**src/rtl/led_lights_pkg.sv**
```systemverilog
// Shared types, constants and the seven-segment encoder for the LED display path.
// Pure declarations; no state, no timing.
package led_lights_pkg;
   localparam logic [3:0]  DIGIT_BLANK = 4'd15;
   localparam int          NUM_DIGITS  = 8;
   localparam logic [15:0] BCD_MAX     = 16'd9999;

   typedef enum logic [1:0] {
      ST_IDLE,
      ST_CONVERT,
      ST_COMMIT
   } sched_state_t;

   // Active-low {g,f,e,d,c,b,a}; any non-decimal code (including blank) is dark.
   function automatic logic [6:0] seg7_encode(input logic [3:0] digit);
      logic [6:0] seg;
      case (digit)
         4'd0:    seg = 7'h40;
         4'd1:    seg = 7'h79;
         4'd2:    seg = 7'h24;
         4'd3:    seg = 7'h30;
         4'd4:    seg = 7'h19;
         4'd5:    seg = 7'h12;
         4'd6:    seg = 7'h02;
         4'd7:    seg = 7'h78;
         4'd8:    seg = 7'h00;
         4'd9:    seg = 7'h10;
         default: seg = 7'h7F;
      endcase
      return seg;
   endfunction
endpackage

```
**src/rtl/led_display_scheduler_if.sv**
```systemverilog
// Two producer channels handing 16-bit values to the display scheduler.
// Transfer on valid && ready; producers hold value/valid until ready.
interface led_display_scheduler_if;
   logic [15:0] ch0_value;
   logic        ch0_valid;
   logic        ch0_ready;
   logic [15:0] ch1_value;
   logic        ch1_valid;
   logic        ch1_ready;

   modport master (
      output ch0_value, ch0_valid, ch1_value, ch1_valid,
      input  ch0_ready, ch1_ready
   );

   modport slave (
      input  ch0_value, ch0_valid, ch1_value, ch1_valid,
      output ch0_ready, ch1_ready
   );
endinterface

```
**src/rtl/bin_to_bcd.sv**
```systemverilog
// Combinational binary to four BCD digits (input <= 9999), leading zeros blanked.
// Zero latency; no handshake.
module bin_to_bcd
   import led_lights_pkg::*;
(
   input  logic [15:0] bin_in,
   output logic [3:0]  thousands,
   output logic [3:0]  hundreds,
   output logic [3:0]  tens,
   output logic [3:0]  units
);
   logic [15:0] bcd;
   logic        t_zero;
   logic        h_zero;

   always_comb begin
      bcd = '0;
      for (int i = 15; i >= 0; i--) begin
         for (int d = 0; d < 4; d++) begin
            if (bcd[4*d +: 4] >= 4'd5)
               bcd[4*d +: 4] = bcd[4*d +: 4] + 4'd3;
         end
         bcd = {bcd[14:0], bin_in[i]};
      end
   end

   // Units digit is never blanked so that zero still shows as "0".
   assign t_zero    = (bcd[15:12] == 4'd0);
   assign h_zero    = t_zero && (bcd[11:8] == 4'd0);
   assign thousands = t_zero ? DIGIT_BLANK : bcd[15:12];
   assign hundreds  = h_zero ? DIGIT_BLANK : bcd[11:8];
   assign tens      = (h_zero && bcd[7:4] == 4'd0) ? DIGIT_BLANK : bcd[7:4];
   assign units     = bcd[3:0];
endmodule

```
**src/rtl/led_display_scheduler.sv**
```systemverilog
// Round-robin shares one bin_to_bcd between two channels and scans an 8-digit display.
// Accept -> buffer written 2 cycles later; ready held low in CONVERT/COMMIT (1 accept per 3 cycles).
module led_display_scheduler
   import led_lights_pkg::*;
#(
   parameter int SCAN_DIV = 100000
) (
   input  logic                    clk,
   input  logic                    rst_n,
   led_display_scheduler_if.slave  ch,
   output logic [7:0]              seg_n,
   output logic [7:0]              an_n,
   output logic                    busy
);
   localparam int             PW         = (SCAN_DIV > 2) ? $clog2(SCAN_DIV) : 1;
   localparam logic [PW-1:0]  PRESC_LAST = PW'(SCAN_DIV - 1);

   sched_state_t                    state_q, state_d;
   logic                            grant;
   logic                            accept;
   logic [15:0]                     req_value;
   logic                            chan_q;
   logic                            last_q;
   logic [15:0]                     operand_q;
   logic                            ovf_q;
   logic [1:0]                      ovf_flag_q;
   logic [NUM_DIGITS-1:0][3:0]      digit_buf_q;
   logic [3:0]                      bcd_thou, bcd_hund, bcd_tens, bcd_unit;
   logic [PW-1:0]                   presc_q;
   logic [2:0]                      idx_q;
   logic                            dp_on;

   always_comb begin
      state_d      = state_q;
      grant        = 1'b0;
      ch.ch0_ready = 1'b0;
      ch.ch1_ready = 1'b0;
      if (ch.ch0_valid && ch.ch1_valid)
         grant = ~last_q;
      else if (ch.ch1_valid)
         grant = 1'b1;
      case (state_q)
         ST_IDLE: begin
            ch.ch0_ready = ch.ch0_valid && !grant;
            ch.ch1_ready = ch.ch1_valid && grant;
            if (ch.ch0_valid || ch.ch1_valid)
               state_d = ST_CONVERT;
         end
         ST_CONVERT: state_d = ST_COMMIT;
         ST_COMMIT:  state_d = ST_IDLE;
         default:    state_d = ST_IDLE;
      endcase
   end

   assign accept    = ch.ch0_ready || ch.ch1_ready;
   assign busy      = (state_q != ST_IDLE);
   assign req_value = grant ? ch.ch1_value : ch.ch0_value;

   always_ff @(posedge clk or negedge rst_n) begin
      if (!rst_n)
         state_q <= ST_IDLE;
      else
         state_q <= state_d;
   end

   bin_to_bcd u_bin_to_bcd (
      .bin_in    (operand_q),
      .thousands (bcd_thou),
      .hundreds  (bcd_hund),
      .tens      (bcd_tens),
      .units     (bcd_unit)
   );

   // last_q resets to ch1 so ch0 wins the first simultaneous request.
   always_ff @(posedge clk or negedge rst_n) begin
      if (!rst_n) begin
         chan_q      <= 1'b0;
         last_q      <= 1'b1;
         operand_q   <= '0;
         ovf_q       <= 1'b0;
         ovf_flag_q  <= '0;
         digit_buf_q <= {NUM_DIGITS{DIGIT_BLANK}};
      end else begin
         if (accept) begin
            chan_q    <= grant;
            operand_q <= (req_value > BCD_MAX) ? BCD_MAX : req_value;
            ovf_q     <= (req_value > BCD_MAX);
         end
         if (state_q == ST_COMMIT) begin
            digit_buf_q[{chan_q, 2'd0}] <= bcd_thou;
            digit_buf_q[{chan_q, 2'd1}] <= bcd_hund;
            digit_buf_q[{chan_q, 2'd2}] <= bcd_tens;
            digit_buf_q[{chan_q, 2'd3}] <= bcd_unit;
            ovf_flag_q[chan_q]          <= ovf_q;
            last_q                      <= chan_q;
         end
      end
   end

   assign dp_on = ((idx_q == 3'd3) && ovf_flag_q[0]) || ((idx_q == 3'd7) && ovf_flag_q[1]);

   always_ff @(posedge clk or negedge rst_n) begin
      if (!rst_n) begin
         presc_q <= '0;
         idx_q   <= 3'd0;
         an_n    <= 8'hFE;
         seg_n   <= 8'hFF;
      end else begin
         if (presc_q == PRESC_LAST) begin
            presc_q <= '0;
            idx_q   <= idx_q + 3'd1;
         end else begin
            presc_q <= presc_q + 1'b1;
         end
         an_n  <= ~(8'd1 << idx_q);
         seg_n <= {~dp_on, seg7_encode(digit_buf_q[idx_q])};
      end
   end
endmodule

```
**src/flat_wrapper.sv**
```systemverilog
// flat-port wrapper written by rule: the top's interface ports become plain ports
module led_display_scheduler_flat import led_lights_pkg::*;
#(
   parameter int SCAN_DIV = 100000
)
  (clk, rst_n, seg_n, an_n, busy, ch_ch0_value, ch_ch0_valid, ch_ch1_value, ch_ch1_valid, ch_ch0_ready, ch_ch1_ready);
  led_display_scheduler_if ch_i ();
  input  logic clk;
  input  logic rst_n;
  output logic [7:0] seg_n;
  output logic [7:0] an_n;
  output logic busy;
  input wire logic [$bits(ch_i.ch0_value)-1:0] ch_ch0_value;
  input wire logic [$bits(ch_i.ch0_valid)-1:0] ch_ch0_valid;
  input wire logic [$bits(ch_i.ch1_value)-1:0] ch_ch1_value;
  input wire logic [$bits(ch_i.ch1_valid)-1:0] ch_ch1_valid;
  output wire logic [$bits(ch_i.ch0_ready)-1:0] ch_ch0_ready;
  output wire logic [$bits(ch_i.ch1_ready)-1:0] ch_ch1_ready;
  assign ch_i.ch0_value = ch_ch0_value;
  assign ch_i.ch0_valid = ch_ch0_valid;
  assign ch_i.ch1_value = ch_ch1_value;
  assign ch_i.ch1_valid = ch_ch1_valid;
  assign ch_ch0_ready = ch_i.ch0_ready;
  assign ch_ch1_ready = ch_i.ch1_ready;
  led_display_scheduler #(.SCAN_DIV(SCAN_DIV)) u_core (.clk(clk), .rst_n(rst_n), .ch(ch_i), .seg_n(seg_n), .an_n(an_n), .busy(busy));
endmodule
```
**config.mk**
```make
export PLATFORM = sky130hd
export DESIGN_NAME = led_display_scheduler_flat
export DESIGN_NICKNAME = d
export VERILOG_FILES = /design/src/rtl/led_lights_pkg.sv /design/src/rtl/led_display_scheduler_if.sv /design/src/rtl/bin_to_bcd.sv /design/src/rtl/led_display_scheduler.sv /design/src/flat_wrapper.sv
export SDC_FILE = /design/constraint.sdc
export NUM_CORES = 1
export LEC_CHECK = 0
export ABC_AREA = 1
export CAP_MARGIN = 30
export CORE_MARGIN = 2
export CORE_UTILIZATION = 29
export DETAILED_ROUTE_END_ITERATION = 8
export HOLD_SLACK_MARGIN = 0.03
export PLACE_DENSITY = 0.43
export SYNTH_ARGS = -nofsm -noshare
export SYNTH_HDL_FRONTEND = slang
export SYNTH_SLANG_ARGS = --single-unit
```
**constraint.sdc**
```tcl
create_clock -name clk -period 11.3 [get_ports clk]
set_clock_uncertainty 0.1 [all_clocks]
set_input_delay 2.825 -clock clk [delete_from_list [all_inputs] [get_ports clk]]
set_output_delay 2.825 -clock clk [all_outputs]
set_load 0.03 [all_outputs]
```
==> run_results.csv <==
group,metric,value,unit
status,status,"finished, final reports clean",
setup_path,startpoint_type,"register",
timing,drv_slew,0,
final_layout,final_cell_mix,"nand2_1, inv_1, nand3_1, nand2_2, o21ai_0",
routing,wl_per_cell,10.8,um
setup_path,worstPathArrival,9.49,ns
routing,dr.pass1.iters,5,
clocking,clock-sinks,91,
grt,grtUsageMet1,17.7,%
clocking,path_clk_slew,0.07,ns
logic_synthesis,synth_fp_nets,1246,
logic_synthesis,syn_area_per_cell,6.93,um^2
grt,grt_pass1_vias,6754,
logic_synthesis,ys_seq_elements,91,
grt,grt_max_degree,69,
grt,track_usage,12.6,%
run,cap_violations,0,
setup_path,cp_max_fo,5,
die,die_w,171,um
timing,tns,0,ns
timing,min_period_over_period,82.5,%
placed_design,dpl.hpwl,13.9,mm
clocking,clock_latency,0.35,ns
logic_synthesis,yosysUniqueCellTypes,51,
setup_path,slowest_stage,"dfrtp_1",
routing,drt_wl_total,17.4,mm
timing,finalSetupViolCount,0,
die,die_h,171,um
logic_synthesis,synth_edf_count,0,
die,ios,55,
timing,setup_ws,1.98,ns
placed_design,gp_congestion,0.764,
routing,vias,7044,
clocking,clockBufferDepth,2,
logic_synthesis,syn_area,0.00811,mm^2
clocking,cts_tree,"done",
final_layout,diodes,0,
timing,grt_setup_unrepaired,"no",
die,rows,61,
grt,antenna_found_initial,0,
timing,worst_hold_slack,0.352,ns
setup_path,max_stage_delay,0.38,ns
setup_path,crit_top_cell,"nand2_1",
grt,use_met3,2.09,%
clocking,numCtsBuffers,9,
logic_synthesis,yosys_warnings,0,
die,start_util,29.3,%
final_layout,nets,1300,
routing,vias_per_cell,4.38,
final_layout,area_delta_synth_final,15.5,%
grt,grt_remaining_overflow,0,
logic_synthesis,synthCells,1170,
grt,grt_use_met2,20.6,%
placed_design,numPortBuffers,54,
placed_design,place_ws,1.93,ns
clocking,clockRootBuffer,"clkbuf_16",
routing,drtIter0Drc,312,
setup_path,worstSetupEndpointType,"register",
grt,grt_pass1_wl,30.7,mm
final_layout,fill_cells,3042,
die,dieArea,0.0293,mm^2
timing,fmax,0.107,GHz
timing,slew_headroom,37.8,%
timing,hold_viol,0,
hold_path,hp-class,"register to register",
logic_synthesis,yosysSeqAreaShare,28.8,%
clocking,cts.htree.levels,3,
grt,top_usage_layer,"met2",
setup_path,path_buf_inv,11,
logic_synthesis,async_reset_ff_share,100,%
routing,ant_nets,0,
final_layout,final_common_cell,"nand2_1",
final_layout,drive_gt1_share,20.4,%
routing,drc,0,
timing,worst_pin_slew,0.933,ns
timing,fin_crit,9.32,ns
setup_path,critical_path_class,"register to register",
clocking,post_cts.repair.setup_buffers,0,
clocking,hold_buffers,0,
setup_path,crit_family,"simple AND/OR/NAND/NOR gates",
setup_path,required,11.47,ns
clocking,cts_resized,0,
die,core_area,0.0276,mm^2
logic_synthesis,synth_flop_cell,"dfstp_2",
flip-flops by register name, indices dropped and copies added, names as in the netlist:
signal and flops:
u_core.operand_q 16, u_core.state_q 2, u_core.ovf_q 1, u_core.idx_q 3, u_core.last_q 1, u_core.digit_buf_q 32, u_core.chan_q 1, u_core.presc_q 17
u_core.ovf_flag_q 2, u_core.an_n 8, u_core.seg_n 8
area by class of cell:
cell class	instances	area, um^2	area share, %
tap	378	473	5.05
inverter	205	769	8.22
multi-input combinational	862	4940	52.8
clock buffer	11	253	2.70
clock inverter	5	43.8	0.468
timing repair buffer	55	546	5.82
sequential	91	2340	25.0
Yosys cell counts, types with 3 or more instances:
library cell	number	area (um^2)
xor2_1	10	87.6
and2_1	3	18.8
a21oi_1	22	110
nand2_2	77	482
inv_1	176	661
o21ai_2	11	96.3
a22oi_1	4	30.0
nand3_1	106	531
nor3_1	3	15.0
mux2i_1	11	110
dfrtp_1	43	1080
clkinv_1	4	15.0
inv_2	25	93.8
nand3b_1	4	30.0
nand3_4	4	70.1
o21a_1	3	22.5
o211ai_1	5	37.5
nand2_4	23	259
dfstp_2	48	1260
ha_1	40	500
clkbuf_1	7	26.3
nand3_2	20	200
o21ai_1	10	50.1
nor4_1	5	31.3
o21ai_0	58	290
nor2_2	7	43.8
nand4_1	21	131
a21o_1	4	30.0
nor2_1	54	203
o22ai_1	10	62.6
nand2_1	326	1220
kinds of logic (layout without fill, tap and decap cells):
logic type / Yosys count / in the layout / share of synthesized area [%]
DFF: 91 / 91 / 28.8
AOI/OAI and AO/OA: 133 / 133 / 9.93
adders and majority gates: 40 / 40 / 6.17
xor gates and xnor gates: 13 / 13 / 1.73
and+or+nand+nor: 664 / 664 / 41.7
buffers and inverters: 217 / 276 / 10.2
muxes: 12 / 12 / 1.50
final timing paths:
path                                             startpoint                                  to  slack [ns]  cells after the start
max                        u_core.operand_q[14]$_DFFE_PN0P_  u_core.digit_buf_q[22]$_DFFE_PN1P_        1.98                     80
min                           u_core.state_q[1]$_DFFE_PN0P_       u_core.state_q[1]$_DFFE_PN0P_        0.35                      1
max reg2reg                u_core.operand_q[14]$_DFFE_PN0P_  u_core.digit_buf_q[22]$_DFFE_PN1P_        1.98                     80
min reg2reg                   u_core.state_q[1]$_DFFE_PN0P_       u_core.state_q[1]$_DFFE_PN0P_        0.35                      1
max in group asynchronous                             rst_n     u_core.operand_q[5]$_DFFE_PN0P_        7.64                      2
min in group asynchronous                             rst_n         u_core.presc_q[1]$_DFF_PN0_        2.26                      1
per-stage QoR:
| step | util [%] | instances | instance area [um^2] |
|---|---|---|---|
| after detailed placement | 32.8 | 1591 | 9070 |
| after global placement | 32.8 | 1591 | 9070 |
| after global routing | 33.9 | 1607 | 9370 |
| final | 33.9 | 1607 | 9370 |
| after CTS | 33.9 | 1607 | 9370 |
| after floorplan | - | 1170 | 8110 |
layer usage:
layer  share of wire, %  up-vias
met5                  0        -
met4               0.64        0
met3                2.9        5
met2                 44       82
met1                 53     3118
li1                   -     3839
Power is left out: the tool's default activity adds up to more than one toggle a clock period on the data nets, which glitch-free logic cannot reach.
